## config.mk

```make
export PLATFORM = sky130hd
export DESIGN_NAME = display7_scroll_scan
export DESIGN_NICKNAME = d
export VERILOG_FILES = /design/src/rtl/display7_scroll_scan.sv
export SDC_FILE = /design/constraint.sdc
export NUM_CORES = 1
export LEC_CHECK = 0
export CORE_MARGIN = 2
export CORE_UTILIZATION = 45
export DETAILED_ROUTE_END_ITERATION = 16
export PLACE_DENSITY = 0.76
export SLEW_MARGIN = 20
export SYNTH_ARGS = -nofsm -noshare
export SYNTH_HDL_FRONTEND = slang
export SYNTH_SLANG_ARGS = --single-unit
export TNS_END_PERCENT = 1
```

## constraint.sdc

```tcl
create_clock -name clk -period 5.5 [get_ports clk]
set_input_delay 0.825 -clock clk [delete_from_list [all_inputs] [get_ports clk]]
set_output_delay 0.825 -clock clk [all_outputs]
set_load 0.01 [all_outputs]
```

## src/rtl/display7_scroll_scan.sv

```systemverilog
`default_nettype none
// ============================================================================
//  Module   : display7_scroll_scan
//  Purpose  : Multiplexed 7-segment scan engine. Cycles through NUM_DIGITS
//             digits at a rate set by a clock-enable counter. It shows a
//             latched message in one of three modes: static, scrolling or
//             blinking. char_code goes to the display7_letter decoder.
//  Ports    :
//    clk        in   system clock
//    rst_n      in   asynchronous active-low reset
//    load       in   one-cycle strobe, latches msg_data / msg_len / mode
//    msg_data   in   MSG_LEN characters, char k at [k*CHAR_W +: CHAR_W]
//    msg_len    in   number of valid characters (clamped to MSG_LEN)
//    mode       in   00 static, 01 scroll, 10 blink, 11 static
//    char_code  out  character code for the currently enabled digit
//    bit_ctrl   out  active-low one-cold digit enables
//    frame_done out  one-cycle pulse on the tick that completes a frame
//  Revision : 1.0  initial release
// ============================================================================
module display7_scroll_scan #(
    parameter int NUM_DIGITS    = 8,
    parameter int CHAR_W        = 5,
    parameter int MSG_LEN       = 16,
    parameter int SCAN_DIV      = 100000,
    parameter int SCROLL_FRAMES = 64,
    parameter int BLINK_FRAMES  = 128
) (
    input  logic                           clk,
    input  logic                           rst_n,
    input  logic                           load,
    input  logic [MSG_LEN*CHAR_W-1:0]      msg_data,
    input  logic [$clog2(MSG_LEN+1)-1:0]   msg_len,
    input  logic [1:0]                     mode,
    output logic [CHAR_W-1:0]              char_code,
    output logic [NUM_DIGITS-1:0]          bit_ctrl,
    output logic                           frame_done
);

    localparam int c_LEN_W = $clog2(MSG_LEN + 1);
    localparam int c_CNT_W = $clog2(SCAN_DIV);
    localparam int c_IDX_W = (NUM_DIGITS > 1) ? $clog2(NUM_DIGITS) : 1;
    // Wide enough for offset + digit index before the single wrap subtract.
    localparam int c_POS_W = $clog2(2 * (MSG_LEN + NUM_DIGITS));
    localparam int c_SF_W  = (SCROLL_FRAMES > 1) ? $clog2(SCROLL_FRAMES) : 1;
    localparam int c_BF_W  = (BLINK_FRAMES > 1) ? $clog2(BLINK_FRAMES) : 1;

    localparam logic [1:0] c_MODE_STATIC = 2'b00;
    localparam logic [1:0] c_MODE_SCROLL = 2'b01;
    localparam logic [1:0] c_MODE_BLINK  = 2'b10;

    // ------------------------------------------------------------------
    // State
    // ------------------------------------------------------------------
    logic [c_CNT_W-1:0]          r_scan_cnt;
    logic [c_IDX_W-1:0]          r_idx;        // digit shown on the next tick
    logic [c_POS_W-1:0]          r_ofs;
    logic [c_SF_W-1:0]           r_scroll_cnt;
    logic [c_BF_W-1:0]           r_blink_cnt;
    logic                        r_blink_on;
    logic [c_LEN_W-1:0]          r_len;
    logic [1:0]                  r_mode;
    logic [MSG_LEN*CHAR_W-1:0]   r_data;
    logic [CHAR_W-1:0]           r_char;
    logic [NUM_DIGITS-1:0]       r_bit_ctrl;
    logic                        r_frame_done;

    // ------------------------------------------------------------------
    // Combinational
    // ------------------------------------------------------------------
    logic                        w_tick;
    logic                        w_wrap;
    logic [c_LEN_W-1:0]          w_load_len;
    logic [c_LEN_W-1:0]          w_len;
    logic [1:0]                  w_mode;
    logic [MSG_LEN*CHAR_W-1:0]   w_data;
    logic [c_POS_W-1:0]          w_ofs;
    logic                        w_blink_on;
    logic [c_POS_W-1:0]          w_virt_len;
    logic [c_POS_W-1:0]          w_pos_raw;
    logic [c_POS_W-1:0]          w_pos;
    logic [c_POS_W-1:0]          w_sel;
    logic [CHAR_W-1:0]           w_char;
    logic                        w_show_off;
    logic [c_POS_W-1:0]          w_ofs_inc;
    logic [c_POS_W-1:0]          w_ofs_next;
    logic [NUM_DIGITS-1:0]       w_onehot;

    assign w_tick = (r_scan_cnt == c_CNT_W'(SCAN_DIV - 1));
    assign w_wrap = w_tick && (r_idx == c_IDX_W'(NUM_DIGITS - 1));

    assign w_load_len = (msg_len > c_LEN_W'(MSG_LEN)) ? c_LEN_W'(MSG_LEN) : msg_len;

    // A load coinciding with a tick must already be visible on that tick,
    // so the content path looks through the latch when load is high.
    assign w_len      = load ? w_load_len : r_len;
    assign w_mode     = load ? mode       : r_mode;
    assign w_data     = load ? msg_data   : r_data;
    assign w_ofs      = load ? '0         : r_ofs;
    assign w_blink_on = load ? 1'b1       : r_blink_on;

    // Virtual scroll string: len characters followed by NUM_DIGITS blanks.
    assign w_virt_len = c_POS_W'(w_len) + c_POS_W'(NUM_DIGITS);

    // offset < L and idx < NUM_DIGITS <= L, so one subtract completes the mod.
    assign w_pos_raw = w_ofs + c_POS_W'(r_idx);
    assign w_pos     = (w_pos_raw >= w_virt_len) ? (w_pos_raw - w_virt_len) : w_pos_raw;
    assign w_sel     = (w_mode == c_MODE_SCROLL) ? w_pos : c_POS_W'(r_idx);

    // Character fetch. Positions at or beyond len are blank (all ones).
    always_comb begin
        w_char = '1;
        for (int k = 0; k < MSG_LEN; k++) begin
            if ((w_sel == c_POS_W'(k)) && (w_sel < c_POS_W'(w_len))) begin
                w_char = w_data[k*CHAR_W +: CHAR_W];
            end
        end
    end

    assign w_show_off = (w_mode == c_MODE_BLINK) && !w_blink_on;

    assign w_ofs_inc  = r_ofs + 1'b1;
    assign w_ofs_next = (w_ofs_inc >= w_virt_len) ? '0 : w_ofs_inc;

    assign w_onehot = {{(NUM_DIGITS-1){1'b0}}, 1'b1} << r_idx;

    // ------------------------------------------------------------------
    // Sequential
    // ------------------------------------------------------------------
    always_ff @(posedge clk or negedge rst_n) begin
        if (!rst_n) begin
            r_scan_cnt   <= '0;
            r_idx        <= '0;
            r_ofs        <= '0;
            r_scroll_cnt <= '0;
            r_blink_cnt  <= '0;
            r_blink_on   <= 1'b1;
            r_len        <= '0;
            r_mode       <= c_MODE_STATIC;
            r_data       <= '1;
            r_char       <= '1;
            r_bit_ctrl   <= '1;
            r_frame_done <= 1'b0;
        end else begin
            r_scan_cnt   <= w_tick ? '0 : (r_scan_cnt + 1'b1);
            r_frame_done <= w_wrap;

            // Enable and character are updated together on the tick.
            if (w_tick) begin
                r_idx <= (r_idx == c_IDX_W'(NUM_DIGITS - 1)) ? '0 : (r_idx + 1'b1);
                if (w_show_off) begin
                    r_bit_ctrl <= '1;
                    r_char     <= '1;
                end else begin
                    r_bit_ctrl <= ~w_onehot;
                    r_char     <= w_char;
                end
            end

            // Load takes priority over a coincident frame wrap so that the
            // frame counters restart from zero.
            if (load) begin
                r_len        <= w_load_len;
                r_mode       <= mode;
                r_data       <= msg_data;
                r_ofs        <= '0;
                r_scroll_cnt <= '0;
                r_blink_cnt  <= '0;
                r_blink_on   <= 1'b1;
            end else if (w_wrap) begin
                if (r_scroll_cnt == c_SF_W'(SCROLL_FRAMES - 1)) begin
                    r_scroll_cnt <= '0;
                    // An empty message keeps the offset pinned at zero.
                    if ((r_mode == c_MODE_SCROLL) && (r_len != '0)) begin
                        r_ofs <= w_ofs_next;
                    end
                end else begin
                    r_scroll_cnt <= r_scroll_cnt + 1'b1;
                end

                if (r_blink_cnt == c_BF_W'(BLINK_FRAMES - 1)) begin
                    r_blink_cnt <= '0;
                    r_blink_on  <= ~r_blink_on;
                end else begin
                    r_blink_cnt <= r_blink_cnt + 1'b1;
                end
            end
        end
    end

    assign char_code  = r_char;
    assign bit_ctrl   = r_bit_ctrl;
    assign frame_done = r_frame_done;

endmodule
`default_nettype wire

```

# Word level (Yosys, flattened, before mapping)
# Index checks and enable logic that the tools add are counted.
dict set report op_classes {
  add_sub_neg 8
  multipliers 0
  n_div 0
  magnitude_cmp 4
  eq_ne 22
  shift 1
  mux 42
  bitwise_logic 2
  reduce_logical 28
}
# operator count
set op_table {}
lappend op_table {{5-bit two-way mux} 19}
lappend op_table {{80-bit two-way mux} 1}
lappend op_table {{6-bit two-way mux} 11}
lappend op_table {{6-bit by 4-bit == test with 1-bit output (second input constant)} 8}
lappend op_table {{6-bit by 3-bit == test with 1-bit output (second input constant)} 4}
lappend op_table {{7-bit two-way mux} 3}
lappend op_table {{1-bit logical AND} 19}
lappend op_table {{17-bit by 1-bit adder with 17-bit output (second input constant)} 1}
lappend op_table {{17-bit == test (second input constant)} 1}
lappend op_table {{17-bit two-way mux} 1}
lappend op_table {{6-bit by 1-bit adder with 6-bit output (second input constant)} 2}
lappend op_table {{6-bit by 2-bit == test with 1-bit output (second input constant)} 2}
lappend op_table {{6-bit >= comparator} 2}
lappend op_table {{8-bit two-way mux} 1}
lappend op_table {{8-bit NOT} 1}
lappend op_table {{2-bit nonzero test} 4}
lappend op_table {{1-bit by 3-bit << shifter with 8-bit output (first input constant)} 1}
lappend op_table {{7-bit by 1-bit adder with 7-bit output (second input constant)} 1}
lappend op_table {{7-bit == test (second input constant)} 1}
lappend op_table {{5-bit by 4-bit adder with 6-bit output (second input constant)} 1}
lappend op_table {{6-bit by 3-bit adder with 6-bit output} 1}
lappend op_table {{6-bit by 1-bit == test with 1-bit output (second input constant)} 1}
lappend op_table {{6-bit == test (second input constant)} 1}
lappend op_table {{6-bit logical NOT} 1}
lappend op_table {{15 further kinds} 19}
dict set report word_totals {
  reg_bits 141
  latchBits 0
  mem_bits_rw 0
  rom_bits 0
  elab_cells 119
  memories 0
}

# Depth between registers and ports, before layout
# Gate-level depths: netlist of run 1.
dict set report logic_depth {
  word_depth 26
  depth_mapped 32
  depth_no_buf 22
}

# Worst setup path after synthesis of run 1
# No wires, ideal clock.
dict set report synth_path {
  kind {input -> register}
  from {input port load}
  to {register r_char[4], in the netlist char_code[4]}
  setup_ns 0.086
  arrival_ns 6.977
  t_required_ns 5.414
  slack_ns -1.563
  cell_stages 30
  path_buffers 10
  path_cell_list {buf_4 clkbuf_1 buf_1 buf_2 buf_2 buf_2 clkbuf_1 nor2b_1 ha_1 a21o_1 a21oi_1 xnor2_1 ha_1 a21oi_2 a31oi_1 o2111a_2 o41ai_1 o21a_1 buf_4 inv_2 buf_2 ha_1 o211ai_1 a21oi_1 a211oi_4 o21ai_4 buf_6 o21ba_1 nor4_1 o41a_1}
}
dict set report synth_via {
  elab_chain_cells 24
}
# element line_no
set synth_lines {}
lappend synth_lines {{start: declaration} 30} ;# input logic load,
lappend synth_lines {{6-bit two-way mux or 5-bit two-way mux (tied branches)} -}
lappend synth_lines {{6-bit by 3-bit adder with 6-bit output or 5-bit by 4-bit adder with 6-bit output (tied branches)} {105, 102}}
lappend synth_lines {{6-bit subtractor or 6-bit >= comparator (tied branches)} 106} ;# assign w_pos = (w_pos_raw >= w_virt_len) ? (w_pos_raw - w_virt_len) : w_pos_raw;
lappend synth_lines {{6-bit two-way mux} 106}
lappend synth_lines {{6-bit two-way mux} 107} ;# assign w_sel = (w_mode == c_MODE_SCROLL) ? w_pos : c_POS_W'(r_idx);
lappend synth_lines {{6-bit by 5-bit less-than comparator with 1-bit output or 6-bit logical NOT (tied branches)} 113} ;# if ((w_sel == c_POS_W'(k)) && (w_sel < c_POS_W'(w_len))) begin
lappend synth_lines {{1-bit logical AND} 113}
lappend synth_lines {{5-bit two-way mux (16 in a row)} 113}
lappend synth_lines {{5-bit two-way mux *} 150} ;# if (w_show_off) begin
lappend synth_lines {{end signal: assignment} 155} ;# r_char <= w_char;
lappend synth_lines {{end: declaration} 63} ;# logic [CHAR_W-1:0] r_char;
# Mark *: on every way between the ends. The rest lies on a longest branch, timed or not.
# A chain may end at the register's enable or synchronous reset.

# Final worst setup path of run 1
dict set report layout_path {
  from {input port msg_len[4]}
  to {register r_char[4], in the netlist char_code[4]}
}
dict set report layout_via {
  elab_chain_cells 26
}
# element line_no
set layout_lines {}
lappend layout_lines {{start: declaration} 32} ;# input logic [$clog2(MSG_LEN+1)-1:0] msg_len,
lappend layout_lines {{5-bit > comparator *} 91} ;# assign w_load_len = (msg_len > c_LEN_W'(MSG_LEN)) ? c_LEN_W'(MSG_LEN) : msg_len;
lappend layout_lines {{5-bit two-way mux *} 91}
lappend layout_lines {{5-bit two-way mux *} -}
lappend layout_lines {{via w_len[0]} 73} ;# logic [c_LEN_W-1:0] w_len;
lappend layout_lines {{5-bit by 4-bit adder with 6-bit output} 102} ;# assign w_virt_len = c_POS_W'(w_len) + c_POS_W'(NUM_DIGITS);
lappend layout_lines {{6-bit subtractor or 6-bit >= comparator (tied branches)} 106}
lappend layout_lines {{6-bit two-way mux} 106}
lappend layout_lines {{6-bit two-way mux} 107}
lappend layout_lines {{6-bit by 5-bit less-than comparator with 1-bit output or 6-bit logical NOT (tied branches)} 113}
lappend layout_lines {{1-bit logical AND} 113}
lappend layout_lines {{5-bit two-way mux (15 in a row)} 113}
lappend layout_lines {{5-bit two-way mux *} 113}
lappend layout_lines {{5-bit two-way mux *} 150}
# Mark *: on every way through the listed nets, which the timed path passes. The rest lies on a longest branch.

==> results_dict.tcl, run 1 <==
set metrics [dict create \
    ys_warn_count 0 \
    syn2layout_area_growth_pct 25.59 \
    grt_antenna_before_repair 0 \
    grt_pass1_wl_um 31210 \
    syn-num-nets 848 \
    max_freq_mhz 193.1 \
    status "completed" \
    ys_seq_area_frac 0.4546 \
    rr_worst_depth 20 \
    synth_cells 730 \
    cts_made_buffers 17 \
    synth_edf_count 0 \
    grt.met2_usage 0.3530 \
    drt-pass1-iter-count 6 \
    post_drt_wl_per_cell_um 18.02 \
    hold_buffers 0 \
    num-nets-final 966 \
    drt-vias-per-instance 5.676 \
    globalRouteMet1Util 0.2844 \
    synth_top_area_share 0.3080 \
    grt_pass1_vias 6174 \
    synth_cell_types 88 \
    leakagePower_uw 0.004024 \
    synth_most_common_cell "dfstp_2" \
    root_buffer "clkbuf_16" \
    hold_viol_final 0 \
    gp_congestion 0.8752 \
    grt_usage 0.2151 \
    end_kind "flip-flop" \
    port_buffers 103 \
    startpoint_type "input port" \
    ios 104 \
    post_cts_buffers 0 \
    power.total_uw 2683 \
    cts.htree.levels 4 \
    place_ws_ps -74.85 \
    die-area_um2 18910 \
    path_clk_slew_ps 60 \
    critPathKind "in2reg" \
    slowest_stage "clkdlybuf4s50_1" \
    cp_slowest_stage_delay_ps 460 \
    post-synth-top-area-cell "dfstp_2" \
    clockBufferDepth 2 \
    coreArea_um2 17360 \
    rsz0062_at_grt "no" \
    postLayoutSetupSlackWorst_ps 321.3 \
    worstPathMaxFanout 9 \
    synth_seq_cells 141 \
    fin_crit_ps 5179 \
    synth-async-reset-ratio 1.000 \
    slew_viol_final 0 \
    syn_area_per_cell_um2 10.99 \
    synth_top_cells_by_count "94 x dfstp_2, 81 x mux2_2, 49 x nand2_1, 49 x nor2_1, 47 x dfrtp_1" \
    post-route-drc-count 0 \
    worstMarginPinSlew_ps 882.7 \
    hpwl_um 14250 \
    n_antenna_cell 0 \
    maxCapViolations 0 \
    grt_max_degree 76 \
    dpl.cell_count 1054 \
    path_cells "clkdlybuf4s50_1 > nor2_1 > a22oi_1 > inv_1 > ha_1 > inv_1 > fa_1 > nand3_1 > a31oi_2 > o2111a_2 > o41ai_2 > o21a_1 > inv_2 > ha_1 > o211ai_1 > a21oi_1 > a211oi_4 > o21ai_4 > buf_4 > o32ai_1 > nor4_1 > o41a_1" \
    gr-usage-met3 0.04341 \
    crit_required_ps 5860 \
    grt_overflow_total 0 \
    top_usage_layer "met2" \
    vdd_ir_drop_max_v 0.0002295 \
    p_per_area_nw_per_um2 266.4 \
    wl_um 19550 \
    postRouteAntennaNets 0 \
    fin_cells 1085 \
    crit_arrival_ps 5540 \
    worst_skew_pair.late_latency_ps 430 \
    syn-cell-area_um2 8020 \
    die_h_um 137.5 \
    num_vias 6158 \
    synth-main-ff-cell "dfstp_2" \
    hold_class "in2async" \
    num_rows 48 \
    start_util 0.4621 \
    slew-limit-headroom 0.4115 \
    die_w_um 137.5 \
    whs_ps 370.4 \
    fin_util 0.5803 \
    drt-initial-drc-count 391 \
    cts_resized 0 \
    drive_gt1_frac 0.3302 \
    synth_area_leaders "dfstp_2 31%, dfrtp_1 15%, mux2_2 11%" \
    finalSetupViolCount 0 \
    period_share 0.9416 \
    clock-sinks 141 \
    cts_tree "built" \
    fin_worst_skew_ps 6.474 \
]
[flip-flops by register name, indices dropped and copies added (netlist names)]
register      count
r_data           80
r_scan_cnt       17
bit_ctrl          8
r_blink_cnt       7
r_ofs             6
r_scroll_cnt      6
char_code         5
r_len             5
r_idx             3
r_mode            2
frame_done        1
r_blink_on        1
[layer usage]
layer	up-vias	wire (um)
met3	20	1102
met4	0	288
met2	183	9382
li1	2930	-
met1	3025	8773
met5	-	0
[cell families (layout without fill, tap and decap cells)]
| group | Yosys count | in the layout | synth area share |
|---|---|---|---|
| XOR/XNOR | 35 | 35 | 0.04056 |
| AO/OA/AOI/OAI | 149 | 149 | 0.1529 |
| flip-flops | 141 | 141 | 0.4546 |
| AND/OR/NAND/NOR | 229 | 229 | 0.1504 |
| buffers and inverters | 61 | 191 | 0.03479 |
| multiplexers | 86 | 86 | 0.1200 |
| adder cells (fa/ha/maj) | 29 | 29 | 0.04680 |
[final cells by class]
cell class                      count  area (um^2)
Fill cell                        1425         7284
Multi-Input combinational cell    528         4192
Sequential cell                   141         3646
Timing Repair Buffer              136         1277
Clock buffer                       18        450.4
Tap cell                          225        281.5
Clock inverter                     13        132.6
Inverter                           24        92.59
[power by group]
part	internal (uW)	switching [uW]	leakage, uW
Sequential	1150	21.0	0.00162
Clock	657	468	0.000290
Combinational	190	200	0.00211
Total	1990	689	0.00402
[path summary, 6_finish.rpt]
path	slack, ps	start	end
hold reg to reg	470	r_scan_cnt[4]	r_scan_cnt[4]
setup / recovery	320	msg_len[4]	char_code[4]
hold / removal	370	rst_n	r_blink_cnt[0]
min in group clk	470	r_scan_cnt[4]	r_scan_cnt[4]
setup reg to reg	320	r_ofs[0]	char_code[4]
max in group asynchronous	3850	rst_n	r_idx[0]
[per-stage QoR]
stage	setup TNS (ps)	cell area (um^2)
6_report	0	10070
3_5_place_dp	-130.4	9488
3_3_place_gp	0	9488
5_1_grt	0	10070
2_1_floorplan	-2843	8178
4_1_cts	0	10070
[critical path: cells and delay by family]
kind | cells | cell delay (ps)
AOI/OAI and AO/OA | 11 | 2570
buffers and inverters | 5 | 890
and+or+nand+nor | 3 | 460
adders and majority gates | 3 | 770
[placed cells by master, fill, tap and decap left out, types with 22 or more instances in the layout]
cell	instances
clkdlybuf4s50_1	101
dfstp_2	94
mux2_2	80
nand2_1	49
nor2_1	48
dfrtp_1	47
buf_4	34
ha_1	24
o21ai_0	22
nor4_1	22
Note: power is estimated with default switching activity, not from simulation.
==> run 2, diff against run 1 <==
Settings changed: CORE_UTILIZATION 45 to 55, PLACE_DENSITY 0.76 to 0.89.
==> results_dict.tcl, run 2 (synthesis gave the netlist of run 1 again) <==
set metrics [dict create \
    grt_usage 0.2656 \
    num-nets-final 968 \
    fin_tns_setup_ps 0 \
    max_freq_mhz 190.8 \
    grt_max_degree 82 \
    end_kind "flip-flop" \
    grt_overflow_total 0 \
    register_area_um2 3646 \
    crit_buf_inv 2 \
    die_w_um 124.8 \
    leakagePower_uw 0.004047 \
    cts.htree.levels 4 \
    slew_viol_final 0 \
    top_register "r_data" \
    crit_required_ps 5860 \
    path_cells "nor2b_1 > ha_1 > fa_1 > xor2_2 > ha_2 > nand4_1 > a311oi_4 > buf_4 > a21boi_4 > nor4_4 > a221oi_4 > inv_2 > ha_4 > a21oi_1 > a211o_1 > o211ai_4 > o32ai_1 > nor4_1 > o41a_1" \
    clock-sinks 141 \
    period_share 0.9527 \
    slowest_stage "dfrtp_1" \
    port_buffers 103 \
    hold_buffers 0 \
    gr-usage-met3 0.07216 \
    startpoint_type "flip-flop" \
    slew-limit-headroom 0.3255 \
    path_clk_slew_ps 60 \
    multi_input_area_um2 4222 \
    post_drt_wl_per_cell_um 19.43 \
    critPathKind "reg2reg" \
    fin_worst_skew_ps 8.243 \
    worstPathMaxFanout 10 \
    finalSetupViolCount 0 \
    wl_um 20350 \
    drive_gt1_frac 0.3360 \
    startpoint "r_ofs[0]" \
    postRouteAntennaNets 0 \
    die-area_um2 15560 \
    clockBufferDepth 2 \
    maxCapViolations 0 \
    num_vias 6379 \
    crit_family "compound AO/OA/AOI/OAI gates" \
    status "completed" \
    largest_register_ff_count 80 \
    worstMarginPinSlew_ps 1012 \
    globalRouteMet1Util 0.3447 \
    worstReg2RegStart "r_ofs[0]" \
    coreArea_um2 14370 \
    mostFrequentLayoutCells "101 x clkdlybuf4s50_1, 94 x dfstp_2, 80 x mux2_2, 49 x nand2_1, 48 x nor2_1" \
    root_buffer "clkbuf_16" \
    rsz0062_at_grt "no" \
    hold_class "in2async" \
    cp_slowest_stage_delay_ps 460 \
    fin_crit_ps 5240 \
    grt_antenna_before_repair 0 \
    hpwl_um 13870 \
    grt_pass1_vias 6431 \
    stdcell_area_um2 10090 \
    fillers 980 \
    drt-pass1-iter-count 5 \
    postPlaceCellArea_um2 9414 \
    drt-vias-per-instance 6.093 \
    gp_congestion 0.9321 \
    cts_tree "built" \
    num_rows 44 \
    worst_skew_pair.late_latency_ps 430 \
    power.total_uw 2714 \
    crit_arrival_ps 5600 \
    final_common_cell "clkdlybuf4s50_1" \
    drt-initial-drc-count 676 \
    die_h_um 124.8 \
    start_util 0.5582 \
    cts_made_buffers 17 \
    post-route-drc-count 0 \
    grt_pass1_wl_um 32860 \
    hold_viol_final 0 \
    syn2layout_area_growth_pct 25.80 \
    ios 104 \
    top_usage_layer "met2" \
    vdd_ir_drop_max_v 0.0001949 \
    n_antenna_cell 0 \
    grt.met2_usage 0.4272 \
    p_per_area_nw_per_um2 269.0 \
]
## run 2: repair_timing
action                                  CTS  global route
hold endpoints to repair                  0             0
buffers inserted                          0             5
resized for setup                         0             6
endpoints found under the setup margin    0             2
## run 2: cell type report
class                   count  area share
clock buffers              26     0.05568
flip-flops and latches    141      0.3614
clock inverters             6    0.004092
multi-input cells         528      0.4184
inverters                  24    0.009177
well taps                 184     0.02282
repair buffers            138      0.1285
## run 2: power by group
group | leakage [uW] | internal, uW | total (uW) | switching, uW
combinational | 0.00213 | 197 | 407 | 210
sequential | 0.00162 | 1150 | 1170 | 22.5
clock | 0.000300 | 704 | 1140 | 433
total | 0.00405 | 2050 | 2710 | 666
## run 2: metrics by stage
stage               cells  setup slack (ps)  hold WS, ps    util
floorplan             730            -573.7        446.5       -
global placement     1010             119.3        460.2  0.6552
detailed placement   1010            -124.4        478.7  0.6552
CTS                  1042             219.9        449.1  0.6971
global route         1047             4.552        479.7  0.7022
finish               1047             260.2        433.4  0.7022
## run 2: final timing paths
kind	endpoint	slack, ps	depth (start not counted)
max	char_code[0]	260	19
min	r_scroll_cnt[4]	430	1
max reg2reg	char_code[0]	260	19
min reg2reg	r_scan_cnt[0]	480	1
max in group asynchronous	r_scan_cnt[7]	3870	2
min in group clk	r_scan_cnt[0]	480	1
## run 2: layer usage
| metal | routed length, um | up-vias |
|---|---|---|
| met2 | 10020 | 254 |
| met4 | 450 | 0 |
| li1 | - | 2930 |
| met1 | 8486 | 3156 |
| met3 | 1392 | 39 |
| met5 | 0 | - |
==> run 3, diff against run 2 <==
Settings changed: SLEW_MARGIN 20 to not set.
==> results of run 3 <==
No change in the layout: final DEF, timing and power equal those of run 2.
